### src/rtl/fetch_unit_if.sv
// Bus bundle between the fetch sequencer, program memory and the decoder.
// master is the fetch unit side; slave is the memory/decoder/datapath side.
interface fetch_unit_if;
  logic        mem_req;
  logic [11:0] mem_addr;
  logic [23:0] mem_rdata;
  logic        mem_valid;
  logic [23:0] ir;
  logic        ir_valid;
  logic        ir_ready;
  logic        flag_z;
  logic        flag_cy;
  logic        flags_valid;
  logic [11:0] pc;
  logic        halted;
  logic [1:0]  err;

  modport master (
    output mem_req, mem_addr, ir, ir_valid, pc, halted, err,
    input  mem_rdata, mem_valid, ir_ready, flag_z, flag_cy, flags_valid
  );

  modport slave (
    input  mem_req, mem_addr, ir, ir_valid, pc, halted, err,
    output mem_rdata, mem_valid, ir_ready, flag_z, flag_cy, flags_valid
  );
endinterface

### src/rtl/fetch_unit.sv
// Instruction fetch and program sequencer: owns pc, fetches over a req/valid
// bus, issues ir to the decoder and resolves control-group flow with a return stack.
module fetch_unit #(
  parameter logic [11:0] RESET_PC    = 12'h000,
  parameter int          STACK_DEPTH = 8
) (
  input logic          clk,
  input logic          rst_n,
  fetch_unit_if.master bus
);
  localparam int SPW = $clog2(STACK_DEPTH) + 1;

  localparam logic [7:0] OP_JMP = 8'h00;
  localparam logic [7:0] OP_JZE = 8'h01;
  localparam logic [7:0] OP_JNE = 8'h02;
  localparam logic [7:0] OP_JCY = 8'h03;
  localparam logic [7:0] OP_RET = 8'h04;
  localparam logic [7:0] OP_BSR = 8'h05;

  typedef enum logic [1:0] {IDLE, FETCH, ISSUE, HALT} state_t;

  state_t      state;
  logic [11:0] pc;
  logic [23:0] ir;
  logic [SPW-1:0] sp;
  logic        halted;
  logic [1:0]  err;
  logic [11:0] stack [STACK_DEPTH];

  logic [11:0]    pc_inc, pc_nxt, tgt;
  logic [7:0]     op;
  logic           is_ctl, is_cond, ir_valid, hs;
  logic           full, empty, do_push, do_pop;
  logic [1:0]     fault;
  logic [SPW-1:0] sp_dec;

  assign op      = ir[19:12];
  assign tgt     = ir[11:0];
  assign is_ctl  = (ir[23:20] == 4'h1);
  assign is_cond = is_ctl && (op == OP_JZE || op == OP_JNE || op == OP_JCY);
  assign pc_inc  = pc + 12'd1;
  assign sp_dec  = sp - SPW'(1);
  assign full    = (sp == SPW'(STACK_DEPTH));
  assign empty   = (sp == '0);

  // Conditional branches are not offered until the flags are trustworthy.
  assign ir_valid = (state == ISSUE) && (!is_cond || bus.flags_valid);
  assign hs       = ir_valid && bus.ir_ready;

  assign bus.mem_req  = (state == FETCH);
  assign bus.mem_addr = pc;
  assign bus.ir       = ir;
  assign bus.ir_valid = ir_valid;
  assign bus.pc       = pc;
  assign bus.halted   = halted;
  assign bus.err      = err;

  always_comb begin
    pc_nxt  = pc_inc;
    do_push = 1'b0;
    do_pop  = 1'b0;
    fault   = 2'b00;
    if (is_ctl) begin
      case (op)
        OP_JMP: pc_nxt = tgt;
        OP_JZE: if (bus.flag_z)  pc_nxt = tgt;
        OP_JNE: if (!bus.flag_z) pc_nxt = tgt;
        OP_JCY: if (bus.flag_cy) pc_nxt = tgt;
        OP_RET: begin
          if (empty) begin
            fault  = 2'b10;
            pc_nxt = pc;
          end else begin
            do_pop = 1'b1;
            pc_nxt = stack[sp_dec[SPW-2:0]];
          end
        end
        OP_BSR: begin
          if (full) begin
            fault  = 2'b01;
            pc_nxt = pc;
          end else begin
            do_push = 1'b1;
            pc_nxt  = tgt;
          end
        end
        default: pc_nxt = pc_inc;
      endcase
    end
  end

  // Stack storage needs no reset: sp alone decides which entries are live.
  always_ff @(posedge clk) begin
    if (rst_n && hs && do_push)
      stack[sp[SPW-2:0]] <= pc_inc;
  end

  always_ff @(posedge clk) begin
    if (!rst_n) begin
      state  <= IDLE;
      pc     <= RESET_PC;
      ir     <= 24'h000000;
      sp     <= '0;
      halted <= 1'b0;
      err    <= 2'b00;
    end else begin
      case (state)
        IDLE: state <= FETCH;
        FETCH: begin
          if (bus.mem_valid) begin
            ir    <= bus.mem_rdata;
            state <= ISSUE;
          end
        end
        ISSUE: begin
          if (hs) begin
            pc <= pc_nxt;
            if (fault != 2'b00) begin
              state  <= HALT;
              halted <= 1'b1;
              err    <= fault;
            end else begin
              state <= FETCH;
              if (do_push) sp <= sp + SPW'(1);
              if (do_pop)  sp <= sp_dec;
            end
          end
        end
        default: state <= HALT;
      endcase
    end
  end
endmodule

### src/flat_wrapper.sv
// flat-port wrapper written by rule: the top's interface ports become plain ports
module fetch_unit_flat 
#(
  parameter logic [11:0] RESET_PC    = 12'h000,
  parameter int          STACK_DEPTH = 8
)
  (clk, rst_n, bus_mem_req, bus_mem_addr, bus_ir, bus_ir_valid, bus_pc, bus_halted, bus_err, bus_mem_rdata, bus_mem_valid, bus_ir_ready, bus_flag_z, bus_flag_cy, bus_flags_valid);
  fetch_unit_if bus_i ();
  input logic clk;
  input logic rst_n;
  output wire logic [$bits(bus_i.mem_req)-1:0] bus_mem_req;
  output wire logic [$bits(bus_i.mem_addr)-1:0] bus_mem_addr;
  output wire logic [$bits(bus_i.ir)-1:0] bus_ir;
  output wire logic [$bits(bus_i.ir_valid)-1:0] bus_ir_valid;
  output wire logic [$bits(bus_i.pc)-1:0] bus_pc;
  output wire logic [$bits(bus_i.halted)-1:0] bus_halted;
  output wire logic [$bits(bus_i.err)-1:0] bus_err;
  input wire logic [$bits(bus_i.mem_rdata)-1:0] bus_mem_rdata;
  input wire logic [$bits(bus_i.mem_valid)-1:0] bus_mem_valid;
  input wire logic [$bits(bus_i.ir_ready)-1:0] bus_ir_ready;
  input wire logic [$bits(bus_i.flag_z)-1:0] bus_flag_z;
  input wire logic [$bits(bus_i.flag_cy)-1:0] bus_flag_cy;
  input wire logic [$bits(bus_i.flags_valid)-1:0] bus_flags_valid;
  assign bus_mem_req = bus_i.mem_req;
  assign bus_mem_addr = bus_i.mem_addr;
  assign bus_ir = bus_i.ir;
  assign bus_ir_valid = bus_i.ir_valid;
  assign bus_pc = bus_i.pc;
  assign bus_halted = bus_i.halted;
  assign bus_err = bus_i.err;
  assign bus_i.mem_rdata = bus_mem_rdata;
  assign bus_i.mem_valid = bus_mem_valid;
  assign bus_i.ir_ready = bus_ir_ready;
  assign bus_i.flag_z = bus_flag_z;
  assign bus_i.flag_cy = bus_flag_cy;
  assign bus_i.flags_valid = bus_flags_valid;
  fetch_unit #(.RESET_PC(RESET_PC), .STACK_DEPTH(STACK_DEPTH)) u_core (.clk(clk), .rst_n(rst_n), .bus(bus_i));
endmodule
### config.mk
export PLATFORM = sky130hd
export DESIGN_NAME = fetch_unit_flat
export DESIGN_NICKNAME = d
export VERILOG_FILES = /design/src/rtl/fetch_unit_if.sv /design/src/rtl/fetch_unit.sv /design/src/flat_wrapper.sv
export SDC_FILE = /design/constraint.sdc
export NUM_CORES = 1
export LEC_CHECK = 0
export BUFFER_PORTS_ARGS = -buffer_cell sky130_fd_sc_hd__buf_2
export CORE_MARGIN = 4
export CORE_UTILIZATION = 40
export DETAILED_ROUTE_END_ITERATION = 16
export SYNTH_ARGS = -nofsm -noshare
export SYNTH_HDL_FRONTEND = slang
export SYNTH_SLANG_ARGS = --single-unit
export TNS_END_PERCENT = 100
### constraint.sdc
create_clock -name clk -period 10.8 [get_ports clk]
set_clock_uncertainty 0.05 [all_clocks]
set_input_delay 2.7 -clock clk [delete_from_list [all_inputs] [get_ports clk]]
set_output_delay 2.7 -clock clk [all_outputs]
set_load 0.01 [all_outputs]
* Word level (Yosys, flattened, before mapping) *
Memory sizes are Yosys's and may differ from the RTL's.
Cells that the tools add are included.

operators by class
  bitwise logic cells = 1
  multiplexer cells = 25
  reduce and logical (&&, ||, !) cells = 19
  add/subtract/negate cells = 3
  equality and inequality tests = 13

operators by type and width
  kind                                                   count
  2-to-1 mux 12 bit                                      6
  case mux 12 bit (6 select lines)                       1
  == test 8 x 2 -> 1 bit, second input constant          2
  == test 8 x 3 -> 1 bit, second input constant          2
  adder 12 x 1 -> 12 bit, second input constant          1
  2-to-1 mux 2 bit                                       5
  2-to-1 mux 1 bit                                       9
  == test 8 x 1 -> 1 bit, second input constant          1
  logical NOT 8 bit                                      1
  2-to-1 mux 4 bit                                       2
  AND reduction 4 bit                                    2
  inequality test 3 bit, second input constant           2
  case mux 2 bit (3 select lines)                        1
  logical AND 1 bit                                      5
  adder 4 x 1 -> 4 bit, second input constant            1
  == test 4 x 1 -> 1 bit, second input constant          1
  == test 4 bit, second input constant                   1
  logical NOT 4 bit                                      1
  inequality test 2 x 1 -> 1 bit, second input constant  2
  case mux 2 bit (2 select lines)                        1
  AND reduction 2 bit                                    2
  nonzero test 2 bit                                     2
  subtractor 4 x 1 -> 4 bit, second input constant       1
  logical OR 1 bit                                       3
  other kinds (6)                                        6

storage, ports and cells
  memory bits (writable) = 96
  memories = 1
  input bits = 31
  output and inout bits = 53
  bits in registers = 45

memory list
  name          words  width  rd ports  clocked after Yosys merged registers in  wr ports  RTL line          RTL
  u_core.stack  8      12     1         0                                        1         fetch_unit.sv:28  logic [11:0] stack [STACK_DEPTH];

* Longest topological paths before layout *
Gate-level depths: netlist (run 1).

  depth in word-level cells = 12
  mapped depth = 12

* Worst setup path after synthesis (run 1) *
No wires, ideal clock.

  path type = input port to output port
  from = input bus_flags_valid
  to = output bus_ir_valid
  path slack = 4.938 ns
  cell stages on the path = 3
  arrival time = 3.112 ns
  path buffers = 0
  path through = nor3_1 nand2_1 and2_1

on the way
  longest elaborated chain between the ends = 2

ends and longest elaborated chain
  element             RTL line            RTL
  start: declaration  flat_wrapper.sv:23  input wire logic [$bits(bus_i.flags_valid)-1:0] bus_flags_valid;
  logical OR 1 bit    fetch_unit.sv:47    assign ir_valid = (state == ISSUE) && (!is_cond || bus.flags_valid);
  logical AND 1 bit   fetch_unit.sv:47
  end: declaration    flat_wrapper.sv:14  output wire logic [$bits(bus_i.ir_valid)-1:0] bus_ir_valid;

No other way between the ends.

* Worst setup path in the final report (run 1) *
Ends and elaborated chain as after synthesis.

==> impl_metrics.yaml, run 1 <==
floorplan:
  dieHeight_um: 134
  die_w_um: 134
  rows: 45
  die-area_um2: 17800
  start_util: 0.411
  core-area_um2: 15300
  io_pins: 84
worst_setup_path:
  worst_setup_path_end_kind: "output pin"
  path_class: "input pin to output pin"
  worstPathMaxFanout: 3
  arrival_ns: 3.41
  crit_path_start_kind: "input pin"
  critical_path_required_ns: 8.05
logic_synthesis:
  ys_seq_elements: 141
  synth_area_leaders: "edfxtp_1 46%, dfxtp_1 14%, mux4_2 7.5%"
  synth_largest_area_cell: "edfxtp_1"
  synth_common_cells: "96 x edfxtp_1, 88 x nand2_1, 45 x dfxtp_1, 28 x a21boi_0, 28 x nor2_1"
  synth_edf_count: 96
  async_flop_share: 0
  netlist_area_um2: 6300
  ys_warn_count: 0
  synthCells: 511
  avgSynthCellArea_um2: 12.3
  yosysUniqueCellTypes: 61
  synth_fp_nets: 546
  netlist.area_leader.share: 0.458
  seq_area_frac_synth: 0.600
  synth.most_common_cell: "edfxtp_1"
  synth_top_flop_cell: "edfxtp_1"
layout:
  diodes: 0
  nets: 622
  syn_to_final_growth_pct: 19.6
  layout-drive-gt1-share: 0.268
  final_area_um2: 7530
global_routing:
  antenna_found_initial: 0
  grt_pass1_vias: 4356
  grt_overflow: 0
  grt_pass1_wl_um: 25300
  grt_max_degree: 45
  grtUsageTotal: 0.189
timing:
  drv_slew: 0
  min_period_ns: 6.16
  fmax_mhz: 162
  worst_slew_pin_slew_ns: 0.905
  layout_setup_ws_ns: 4.64
  final-setup-viol-count: 0
  fin_crit_sh: 0.571
  setup_tns_ns: 0
  maxSlewHeadroom: 0.395
  rsz0062_at_grt: "no"
  hold_viol_final: 0
power_and_ir_drop:
  leakage_nw: 2.83
  power_density_nw_per_um2: 172
  combPwrFrac: 0.058
  netSwitchingPower_mw: 0.286
  p_total_mw: 1.29
  swShare: 0.221
  p_int_mw: 1.01
  peakVddDrop_v: 0.000100
  pwr-share-seq: 0.464
  p_clk_frac: 0.477
flow_run:
  drv_cap: 0
clock_tree:
  cts.clk_slew.worst_paths_ns: 0.06
  cts_made_buffers: 17
  htreeDepth: 4
  ctsHoldBuffers: 0
  post_cts_resized: 0
  cts_tree: "yes"
  clk_latency_ns: 0.42
  clock_path_buffers: 2
  post_cts_buffers: 0
  clock-sinks: 141
  root_buffer: "clkbuf_16"
place:
  hpwl_um: 11000
  place_area_um2: 6900
  io_buffer_count: 83
  gp_congestion: 0.822
  preCtsSetupSlack_ns: 4.64
detailed_routing:
  wirelength_um: 16300
  drtAntennaViolNets: 0
  post_drt_wl_per_cell_um: 20.2
  drc: 0
  dr.first_iter.drc_count: 453
  vias: 4378
  viasPerCell: 5.40
  first_pass_iters: 6
hold_path:
  hp-class: "flip-flop to flip-flop"
outcome:
  status: "completed"
==> sequential cells by signal, summed over array words and instances, names as in the netlist <==
register and count:
u_core.stack 96, u_core.bus.ir 24, u_core.state 2, u_core.bus.err 2
u_core.bus.mem_addr 12, u_core.bus.halted 1, u_core.sp 4
==> through the flow <==
step | std cells | util | hold WS, ns
6_report | 811 | 0.492 | 0.419
5_1_grt | 811 | 0.492 | 0.449
4_1_cts | 811 | 0.492 | 0.425
3_5_place_dp | 779 | 0.451 | 0.411
3_3_place_gp | 779 | 0.451 | 0.399
2_1_floorplan | 511 | - | 0.432
==> final cells by class <==
cell class	count	area [um2]
fillers	1417	7780
flip-flops and latches	141	3780
multi-input cells	324	2310
repair buffers	97	520
clock buffers	18	439
well taps	211	264
clock inverters	14	193
inverters	6	22.5
==> path summary, 6_finish.rpt <==
kind,slack (ns),startpoint,cells after the start,to
hold reg to reg,0.42,u_core.bus.halted,1,u_core.bus.halted
setup / recovery,4.64,bus_flags_valid,5,bus_ir_valid
hold / removal,0.42,u_core.bus.halted,1,u_core.bus.halted
setup reg to reg,7.53,u_core.sp[0],9,u_core.bus.mem_addr[6]
==> cell usage in the layout, fill, tap and decap left out, types with 9 or more instances in the layout <==
cell / instances
a21boi_0: 28
a21oi_1: 14
buf_2: 83
buf_4: 14
clkbuf_16: 17
dfxtp_1: 45
edfxtp_1: 96
mux2i_1: 9
mux4_2: 21
nand2_1: 88
nor2_1: 28
nor3_1: 12
xnor2_1: 11
==> worst max-delay path, stage by stage <==
cell and delay (ns):
buf_2 0.11, nor3_1 0.19, nand2_1 0.12, and2_1 0.16, buf_2 0.13
==> power by group through the flow <==
stage | registers [mW] | clock network (mW) | logic, mW
after floorplan | 0.609 | 0 | 0.0461
after global placement | 0.612 | 0 | 0.0741
after detailed placement | 0.612 | 0 | 0.0756
after CTS | 0.601 | 0.626 | 0.0760
after global routing | 0.602 | 0.652 | 0.0842
final | 0.600 | 0.618 | 0.0754
==> layer usage <==
metal	GRT usage	routed length, um	vias up
met5	0	0	-
met4	0.0743	361	0
met3	0.0468	933	21
met2	0.303	8030	125
met1	0.248	7020	2180
li1	-	-	2052
==> cell families after synthesis <==
| logic type | count (synthesis) | synth area share |
|---|---|---|
| buf+inv | 46 | 0.0363 |
| fa+ha+maj | 4 | 0.00794 |
| flops | 141 | 0.600 |
| xor+xnor | 16 | 0.0222 |
| mux | 31 | 0.0911 |
| compound gates | 90 | 0.104 |
| simple gates | 183 | 0.138 |
(Power assumes the default switching activity.)
==> inputs of run 2 (changes only) <==
clock period = 6.1 ns   (was 10.8 ns; I/O delays follow)
==> impl_metrics.yaml, run 2 (same netlist as run 1, synthesis figures left out) <==
outcome:
  status: "completed"
power_and_ir_drop:
  pwr-share-seq: 0.467
  swShare: 0.223
  combPwrFrac: 0.061
  netSwitchingPower_mw: 0.510
  leakage_nw: 2.78
  p_clk_frac: 0.472
  power_density_nw_per_um2: 306
  p_int_mw: 1.77
  peakVddDrop_v: 0.000187
layout:
  largest_reg_flops: 96
  num-fill-cells: 1411
  final_common_cell: "edfxtp_1"
  syn_to_final_growth_pct: 18.3
  final_cell_mix: "96 x edfxtp_1, 88 x nand2_1, 83 x buf_2, 45 x dfxtp_1"
  diodes: 0
  fin_util: 0.487
  layout-drive-gt1-share: 0.255
  seqCellArea_um2: 3780
  multiInputGateArea_um2: 2310
  nets: 613
floorplan:
  start_util: 0.411
  rows: 45
  die-area_um2: 17800
  die_w_um: 134
  core-area_um2: 15300
  dieHeight_um: 134
  io_pins: 84
timing:
  final-setup-viol-count: 0
  fmax_mhz: 265
  drv_slew: 0
  fin_hold_ws_ns: 0.418
  rsz0062_at_grt: "no"
  worst_slew_pin_slew_ns: 1.13
  min_period_ns: 3.78
  fin_crit_sh: 0.619
  maxSlewHeadroom: 0.244
  setup_tns_ns: 0
  hold_viol_final: 0
  layout_setup_ws_ns: 2.32
clock_tree:
  post_cts_buffers: 0
  cts.clk_slew.worst_paths_ns: 0.06
  root_buffer: "clkbuf_16"
  post_cts_resized: 0
  ctsHoldBuffers: 0
  clock-sinks: 141
  clk_latency_ns: 0.42
  htreeDepth: 4
  cts_made_buffers: 17
  cts_tree: "yes"
  clock_path_buffers: 2
detailed_routing:
  post_drt_wl_per_cell_um: 21.8
  wirelength_um: 17400
  viasPerCell: 5.54
  first_pass_iters: 7
  vias: 4445
  dr.first_iter.drc_count: 451
  drc: 0
  drtAntennaViolNets: 0
worst_setup_path:
  r2r_start: "u_core.sp[0]"
  worstPathMaxFanout: 8
  crit_path_start_kind: "flip-flop"
  rr_worst_depth: 10
  worst_setup_path_end_kind: "output pin"
  arrival_ns: 2.20
  path_class: "flip-flop to output pin"
  critical_path_required_ns: 4.53
  crit_start: "u_core.bus.ir[16]"
hold_path:
  hp-class: "flip-flop to flip-flop"
  min-delay-start: "u_core.bus.err[1]"
  holdPathStages: 2
place:
  gp_congestion: 0.900
  preCtsSetupSlack_ns: 2.16
  io_buffer_count: 83
  hpwl_um: 12600
global_routing:
  antenna_found_initial: 0
  grt_pass1_vias: 4329
  grt_overflow: 0
  grt_pass1_wl_um: 26700
  grt_max_degree: 45
  grtUsageTotal: 0.201
flow_run:
  drv_cap: 0
==> run 2: layer usage <==
layer,track usage,wire length (um)
met1,0.280,7580
met3,0.0487,1280
met2,0.306,8120
met5,0,0
met4,0.0771,464
==> run 2: power by group through the flow <==
stage | Combinational, mW | Clock (mW) | Sequential (mW)
after floorplan | 0.0817 | 0 | 1.08
after global placement | 0.137 | 0 | 1.09
after detailed placement | 0.138 | 0 | 1.09
after CTS | 0.138 | 1.10 | 1.07
after global routing | 0.152 | 1.14 | 1.07
final | 0.139 | 1.08 | 1.07
==> run 2: final timing paths <==
check / endpoint / slack (ns)
worst max register to register: u_core.bus.mem_addr[0] / 2.62
worst max-delay path: bus_ir_valid / 2.32
worst min-delay path: u_core.bus.err[1] / 0.42
worst min register to register: u_core.bus.err[1] / 0.42
==> run 2: cell type report <==
| class | instances | share of cell area |
|---|---|---|
| clock buffers | 18 | 0.0576 |
| clock inverters | 14 | 0.0255 |
| inverters | 6 | 0.00302 |
| multi-input cells | 324 | 0.310 |
| flip-flops and latches | 141 | 0.508 |
| well taps | 211 | 0.0354 |
| repair buffers | 88 | 0.0608 |
==> run 2: critical path, cell delays in order (launching register included) <==
cell and delay (ns):
dfxtp_1 0.33, or4_4 0.58, nor3_2 0.42, nand2_1 0.16, and2_1 0.16, buf_2 0.13
==> run 2: per-stage QoR <==
step / instances / power [mW] / area, um2
4_1_cts: 802 / 2.30 / 7450
3_3_place_gp: 770 / 1.22 / 6840
2_1_floorplan: 511 / 1.16 / 6300
5_1_grt: 802 / 2.36 / 7450
6_report: 802 / 2.28 / 7450
3_5_place_dp: 770 / 1.22 / 6840
==> inputs of run 3 (changes only) <==
ABC_AREA = 1   (was unset)
clock period = 3.7 ns   (was 6.1 ns; I/O delays follow)
==> impl_metrics.yaml, run 3 <==
clock_tree:
  ctsHoldBuffers: 0
  post_cts_buffers: 0
  cts_tree: "yes"
  clk_latency_ns: 0.42
  clock-sinks: 141
  clock_path_buffers: 2
  post_cts_resized: 0
  cts_made_buffers: 17
  cts.clk_slew.worst_paths_ns: 0.06
  root_buffer: "clkbuf_16"
  htreeDepth: 4
logic_synthesis:
  ys_seq_elements: 141
  netlist.area_leader.share: 0.410
  synth_xor_area_frac: 0.0133
  synthMuxAreaShare: 0
  synth.most_common_cell: "nand2_1"
  async_flop_share: 0
  synth_compound_area_frac: 0.0810
  yosys.area_share.simple: 0.287
  ys_warn_count: 0
  synth_common_cells: "203 x nand2_1, 153 x nor2_1, 96 x edfxtp_1, 72 x nand3_1, 67 x o21ai_0"
  synth_area_leaders: "edfxtp_1 41%, dfxtp_1 13%, nand2_1 11%"
  synth_largest_area_cell: "edfxtp_1"
  yosysUniqueCellTypes: 38
  seq_area_frac_synth: 0.538
  avgSynthCellArea_um2: 8.28
  synth_edf_count: 96
  synthCells: 849
  synth_fp_nets: 884
  synth_top_family_by_area: "simple AND/OR/NAND/NOR gates"
  synthAdderAreaFrac: 0.00712
  netlist_area_um2: 7030
  synth_top_flop_cell: "edfxtp_1"
layout:
  final_cell_mix: "203 x nand2_1, 153 x nor2_1, 96 x edfxtp_1, 83 x buf_2, 72 x nand3_1"
  final_common_cell: "nand2_1"
  largest_reg_flops: 96
  layout-drive-gt1-share: 0.181
  seqCellArea_um2: 3780
  nets: 956
  num-fill-cells: 1652
  syn_to_final_growth_pct: 16.9
  multiInputGateArea_um2: 2750
  diodes: 0
timing:
  worst_slew_pin_slew_ns: 1.09
  fin_hold_ws_ns: 0.394
  rsz0062_at_grt: "no"
  fmax_mhz: 352
  maxSlewHeadroom: 0.268
  setup_tns_ns: 0
  hold_viol_final: 0
  min_period_ns: 2.84
  final-setup-viol-count: 0
  fin_crit_sh: 0.768
  drv_slew: 0
worst_setup_path:
  cp_common_cell: "nand2_1"
  worst_setup_path_end_kind: "flip-flop"
  worst-r2r-setup-slack_ns: 0.86
  path_cells: "ha_1 -> nand2_1 -> nor3_2 -> xor2_1 -> inv_1 -> nand2_1 -> nand2_1 -> inv_1 -> o21ai_1 -> a21oi_1"
  rr_worst_depth: 10
  crit_family: "XOR/XNOR gates"
  arrival_ns: 3.15
  slowest_delay_ns: 0.88
  worstPathMaxFanout: 10
  critical_path_required_ns: 4.00
  path_depth: 10
  cp_num_buf_inv: 2
  crit_path_start_kind: "flip-flop"
  crit_slowest_cell: "xor2_1"
  path_class: "flip-flop to flip-flop"
detailed_routing:
  vias: 5833
  drc: 0
  wirelength_um: 18600
  post_drt_wl_per_cell_um: 16.0
  drtAntennaViolNets: 0
  viasPerCell: 5.03
  first_pass_iters: 5
  dr.first_iter.drc_count: 417
global_routing:
  grt_overflow: 0
  grt_max_degree: 55
  grt_pass1_wl_um: 30200
  antenna_found_initial: 0
  grt_pass1_vias: 5615
  grtUsageTotal: 0.194
hold_path:
  hp-class: "flip-flop to flip-flop"
  holdPathStages: 2
floorplan:
  die_w_um: 141
  start_util: 0.408
  core-area_um2: 17200
  dieHeight_um: 141
  rows: 48
  die-area_um2: 19800
  io_pins: 84
place:
  gp_congestion: 0.923
  hpwl_um: 12900
  io_buffer_count: 83
flow_run:
  drv_cap: 0
power_and_ir_drop:
  peakVddDrop_v: 0.000360
  power_density_nw_per_um2: 452
  leakage_nw: 3.52
outcome:
  status: "completed"
run 3: cell count changes in the layout (fill, tap and decap cells not counted), moves of 21 or more:
cell      previous run  this run
nand2_1             88       203
nor2_1              28       153
o21ai_0              7        67
inv_1                6        60
mux4_2              21         0
nand3_1              7        72
a21boi_0            28         0
run 3: final timing paths:
| path | from | endpoint |
|---|---|---|
| max | u_core.bus.mem_addr[0] | u_core.bus.mem_addr[6] |
| min | u_core.bus.halted | u_core.bus.halted |
| max reg2reg | u_core.bus.mem_addr[0] | u_core.bus.mem_addr[6] |
| min reg2reg | u_core.bus.halted | u_core.bus.halted |
run 3: tightest hold or removal path: stages (launching register included):
cell	delay, ns
dfxtp_1	0.30
inv_1	0.04
a21oi_1	0.05
run 3: logic make-up (layout without fill, tap and decap cells):
family / Yosys count / count (layout)
xor+xnor: 9 / 9
flops: 141 / 141
fa+ha+maj: 4 / 4
simple gates: 470 / 470
compound gates: 109 / 109
buf+inv: 116 / 201
run 3: power breakdown:
| part | leakage, nW | internal [mW] | total [mW] | switching [mW] |
|---|---|---|---|---|
| registers | 1.24 | 1.69 | 1.71 | 0.0260 |
| clock network | 0.293 | 1.09 | 1.76 | 0.671 |
| logic | 1.99 | 0.0787 | 0.244 | 0.165 |
| total | 3.52 | 2.85 | 3.72 | 0.862 |
run 3: area by class of cell:
| cell class | count | area share |
|---|---|---|
| well taps | 225 | 0.0343 |
| repair buffers | 97 | 0.0633 |
| clock inverters | 12 | 0.0196 |
| multi-input cells | 592 | 0.335 |
| clock buffers | 20 | 0.0544 |
| inverters | 72 | 0.0329 |
| flip-flops and latches | 141 | 0.460 |
run 3: per-stage QoR:
step / instance area [um2] / instances / worst slack [ns] / total power, mW / util
final: 8220 / 1159 / 0.858 / 3.72 / 0.477
after global routing: 8220 / 1159 / 0.686 / 3.86 / 0.477
after CTS: 8220 / 1159 / 0.851 / 3.74 / 0.477
after detailed placement: 7610 / 1127 / 0.815 / 1.99 / 0.441
after global placement: 7610 / 1127 / 0.866 / 1.99 / 0.441
after floorplan: 7030 / 849 / 0.607 / 1.90 / -
run 3: per-layer routing:
metal	track usage	routed length [um]
met1	0.266	8570
met2	0.306	8610
met3	0.0472	1060
met4	0.0612	306
met5	0	0
